`config.mk`:
```
export PLATFORM = sky130hd
export DESIGN_NAME = kamacore_pipeline_chain
export DESIGN_NICKNAME = d
export VERILOG_FILES = /design/src/rtl/kamacore_pipeline_chain.sv
export SDC_FILE = /design/constraint.sdc
export NUM_CORES = 1
export LEC_CHECK = 0
export BUFFER_PORTS_ARGS = -buffer_cell sky130_fd_sc_hd__buf_2
export CORE_MARGIN = 2
export CORE_UTILIZATION = 58
export DETAILED_ROUTE_END_ITERATION = 6
export PLACE_DENSITY = 0.77
export SLEW_MARGIN = 30
export SYNTH_ARGS = -nofsm -noshare
export SYNTH_HDL_FRONTEND = slang
export SYNTH_SLANG_ARGS = --single-unit
export TNS_END_PERCENT = 100
```
`constraint.sdc`:
```
create_clock -name i_clk -period 5.65 [get_ports i_clk]
set_clock_uncertainty 0.15 [all_clocks]
set_input_delay 0.565 -clock i_clk [delete_from_list [all_inputs] [get_ports i_clk]]
set_output_delay 0.565 -clock i_clk [all_outputs]
set_load 0.01 [all_outputs]
```
`src/rtl/kamacore_pipeline_chain.sv`:
```
// rtl/kamacore_pipeline_chain.sv - parametrised valid/ready pipeline register chain
//
// Purpose: carries a DATA_W-bit payload through NUM_STAGES registered stages.
// Each stage has its own stall and flush controls. Empty stages collapse
// bubbles, and both ends use a valid/ready handshake. Stage 0 is the
// youngest stage and NUM_STAGES-1 is the oldest.
//
// Ports:
//   i_clk, i_rst     clock (rising edge), asynchronous active-high reset
//   i_hold           global freeze; no stage loads, but flush still applies
//   i_in_valid       upstream offers i_in_data
//   o_in_ready       stage 0 accepts this cycle (combinational)
//   i_in_data        payload entering stage 0
//   i_stall          per-stage: stage i may not pass its contents forward
//   i_flush          per-stage: stage i is emptied at the next edge
//   o_out_valid      oldest stage presents o_out_data
//   i_out_ready      sink accepts o_out_data
//   o_out_data       payload of the oldest stage
//   o_stage_valid    registered valid bit of each stage
//   o_occupancy      popcount of o_stage_valid
module kamacore_pipeline_chain #(
  parameter int DATA_W     = 32,
  parameter int NUM_STAGES = 4,
  localparam int OCC_W     = $clog2(NUM_STAGES + 1)
) (
  input  logic                  i_clk,
  input  logic                  i_rst,
  input  logic                  i_hold,
  input  logic                  i_in_valid,
  output logic                  o_in_ready,
  input  logic [DATA_W-1:0]     i_in_data,
  input  logic [NUM_STAGES-1:0] i_stall,
  input  logic [NUM_STAGES-1:0] i_flush,
  output logic                  o_out_valid,
  input  logic                  i_out_ready,
  output logic [DATA_W-1:0]     o_out_data,
  output logic [NUM_STAGES-1:0] o_stage_valid,
  output logic [OCC_W-1:0]      o_occupancy
);

  logic [NUM_STAGES-1:0] r_valid;
  logic [DATA_W-1:0]     r_data [NUM_STAGES];

  // w_acc[i]: stage i can take a new beat at the next edge.
  // w_acc[NUM_STAGES] is the sink.
  logic [NUM_STAGES:0]   w_acc;
  logic [NUM_STAGES-1:0] w_fire;
  logic [NUM_STAGES-1:0] w_inc_valid;
  logic [DATA_W-1:0]     w_inc_data [NUM_STAGES];

  // Ready ripples from the oldest stage back to the youngest. A stage that
  // is empty, or that is being flushed, accepts regardless of what lies
  // downstream. This is what closes gaps behind a stall.
  always_comb begin
    w_acc              = '0;
    w_fire             = '0;
    w_acc[NUM_STAGES]  = i_out_ready;
    for (int i = NUM_STAGES - 1; i >= 0; i--) begin
      w_fire[i] = r_valid[i] & ~i_stall[i] & ~i_flush[i] & w_acc[i+1] & ~i_hold;
      w_acc[i]  = ~i_hold & (~r_valid[i] | w_fire[i] | i_flush[i]);
    end
  end

  always_comb begin
    w_inc_valid    = '0;
    w_inc_valid[0] = i_in_valid & w_acc[0];
    w_inc_data[0]  = i_in_data;
    for (int i = 1; i < NUM_STAGES; i++) begin
      w_inc_valid[i] = w_fire[i-1];
      w_inc_data[i]  = r_data[i-1];
    end
  end

  // Flush takes priority. A beat arriving at a flushed stage still
  // completes its handshake (w_acc is high), and is then dropped here.
  always_ff @(posedge i_clk or posedge i_rst) begin
    if (i_rst) begin
      r_valid <= '0;
      for (int i = 0; i < NUM_STAGES; i++) begin
        r_data[i] <= '0;
      end
    end else begin
      for (int i = 0; i < NUM_STAGES; i++) begin
        if (i_flush[i]) begin
          r_valid[i] <= 1'b0;
        end else if (w_acc[i]) begin
          r_valid[i] <= w_inc_valid[i];
          if (w_inc_valid[i]) begin
            r_data[i] <= w_inc_data[i];
          end
        end
      end
    end
  end

  assign o_in_ready    = w_acc[0];
  assign o_out_valid   = r_valid[NUM_STAGES-1] & ~i_stall[NUM_STAGES-1]
                       & ~i_flush[NUM_STAGES-1] & ~i_hold;
  assign o_out_data    = r_data[NUM_STAGES-1];
  assign o_stage_valid = r_valid;

  always_comb begin
    o_occupancy = '0;
    for (int i = 0; i < NUM_STAGES; i++) begin
      o_occupancy = o_occupancy + OCC_W'(r_valid[i]);
    end
  end

endmodule

```
==> impl_metrics.yaml <==
synthesis:
  synth_edf_count: 0
  synth_fp_nets: 595
  synth_area_leader_cell: "dfrtp_1"
  yosys_warnings: 0
  netlist_area_mm2: 0.006591
  synth_area_leaders: "dfrtp_1, mux2_2, mux2_4"
  synth.ff_latch_count: 132
  synth_cell_types: 34
  avgSynthCellArea_um2: 12.05
  async_reset_ff_share_pct: 100.0
  synth_top_flop_cell: "dfrtp_1"
  synthCells: 547
  ys_seq_area_share_pct: 50.11
  yosysTopAreaCellShare_pct: 50.11
floorplan:
  num_io_pins: 86
  die_h_um: 110.6
  initial_core_util_pct: 60.01
  dieArea_mm2: 0.01223
  die_x_um: 110.6
  fp.coreArea_mm2: 0.01098
  fp-row-count: 38
detailed_routing:
  drc: 0
  vias: 4666
  finalWirelength_um: 14670
  postRouteAntennaNets: 0
  dr.pass1.iters: 5
  viasPerCell: 6.348
  wire_per_inst_um: 19.96
  drtIter0Drc: 362
clock_tree:
  h-tree-depth: 4
  numCtsBuffers: 17
  cts_hold_buf: 0
  cts_root_buffer: "clkbuf_16"
  ctsResizeCount: 0
  post-cts-setup-buffers: 0
  cts_tree: "done"
  clkSinkCount: 132
  clkLatencyLatePin_ns: 0.42
  clk_pin_slew_ns: 0.06
  cts.path.max_buffers: 2
global_routing:
  grt_antenna_before_repair: 0
  grt_pass1_vias: 4766
  grt_max_degree: 72
  grt_usage_pct: 24.99
  grt_first_pass_wirelength_um: 24370
  grt.overflow.total: 0
sta:
  slew_viol_final: 0
  tns_ns: 0
  max_slew.worst_pin.slew_ns: 0.7758
  finalSetupViolations: 0
  rsz0062_at_grt: "no"
  slew_headroom_pct: 48.28
  hold_viol: 0
  final.min_clock_period_ns: 3.179
  max_freq_mhz: 314.5
  fin_crit_sh_pct: 56.27
critical_path:
  critPathMaxFanout: 37
  crit_path_end_kind: "primary output"
  critPathLaunchType: "flop"
  r2r-start: "o_stage_valid[2]"
  crit_type: "flop to primary output"
  worstPathArrival_ns: 2.46
  cp-startpoint: "o_stage_valid[0]"
  cp.required_ns: 4.93
final_layout:
  drive_above_1_share_pct: 44.03
  antenna_cells_inserted: 0
  area_growth_pct: 13.04
  instances_no_fill: 735
  final_nets: 630
  final_common_cell: "dfrtp_1"
  layout_common_cells: "dfrtp_1, buf_2, mux2_2"
worst_hold_path:
  hold_class: "primary input to asynchronous set/reset pin"
status:
  status: "complete, no violations"
placed_design:
  dp.cells: 702
  portBuffers: 85
  hpwl_um: 8925
  gp_congestion: 0.8039
run:
  max_cap_viol_count: 0
power_and_ir_drop:
  ir_worst_vdd_uv: 271.3
  total_power_mw: 2.671
  p_per_area_mw_per_mm2: 358.5
  p_leak_nw: 3.601
==> report_power, final <==
group	switching, mW	internal [mW]	leakage, nW
Combinational	0.162	0.213	1.61
Clock	0.395	0.726	0.297
Sequential	0.0935	1.08	1.69
Total	0.651	2.02	3.60
==> critical path: stages (launching register included) <==
cell     delay [ns]
dfrtp_1        0.36
nor2b_2        0.14
buf_4          0.36
or2_1          0.53
buf_4          0.38
nand2_1        0.10
buf_2          0.15
==> cell usage after synthesis, types with 4 or more instances <==
| cell type | instances |
|---|---|
| buf_2 | 18 |
| buf_4 | 35 |
| buf_6 | 4 |
| clkbuf_1 | 25 |
| dfrtp_1 | 132 |
| inv_1 | 7 |
| mux2_2 | 66 |
| mux2_4 | 30 |
| nand2_1 | 65 |
| nand2b_1 | 5 |
| nor2b_1 | 4 |
| o2111ai_1 | 32 |
| o211ai_1 | 32 |
| o21ai_0 | 36 |
| o221a_2 | 30 |
==> layer usage <==
| layer | part of all wire [%] | up-vias | global-route usage, % |
|---|---|---|---|
| met1 | 43 | 2377 | 33.46 |
| met2 | 50 | 188 | 40.04 |
| met4 | 1.5 | 0 | 8.750 |
| met5 | 0 | - | 0 |
| met3 | 5.9 | 22 | 6.147 |
| li1 | - | 2079 | - |
==> state kept, by name, indices dropped and copies added (netlist names) <==
signal,flops
r_data,96
o_stage_valid,4
o_out_data,32
==> final cells by class <==
cell class	count	area, um2
fillers	804	3532
flip-flops and latches	132	3303
multi-input cells	326	2790
repair buffers	98	546.8
clock buffers	23	478.0
well taps	140	175.2
clock inverters	9	126.4
inverters	7	31.28
==> kinds of logic after synthesis <==
| group | count (synthesis) | synth area share (%) |
|---|---|---|
| simple gates | 85 | 5.695 |
| flops | 132 | 50.11 |
| fa+ha+maj | 3 | 0.6833 |
| buf+inv | 89 | 7.859 |
| compound gates | 142 | 17.54 |
| mux | 96 | 18.11 |
==> through the flow <==
| step | utilization [%] | setup slack [ns] | hold WS, ns | cell area, um2 |
|---|---|---|---|---|
| 2_1_floorplan | - | 1.409 | 0.3236 | 6591 |
| 3_3_place_gp | 61.96 | 2.472 | 0.3335 | 6805 |
| 3_5_place_dp | 62.21 | 2.565 | 0.3407 | 6833 |
| 4_1_cts | 67.71 | 2.456 | 0.1846 | 7437 |
| 5_1_grt | 67.84 | 2.333 | 0.1462 | 7451 |
| 6_report | 67.84 | 2.471 | 0.09373 | 7451 |
==> final timing paths <==
path                                     to  depth (start not counted)  slack, ns
hold reg to reg                  r_data[45]                          1       0.35
setup / recovery                 o_in_ready                          6       2.47
hold / removal               o_out_data[17]                          2       0.09
max in group asynchronous        r_data[93]                          3       4.03
setup reg to reg                r_data[127]                          5       3.12
min in group i_clk         o_stage_valid[1]                          2       0.20
No activity file was read; power rests on OpenSTA's default activity.
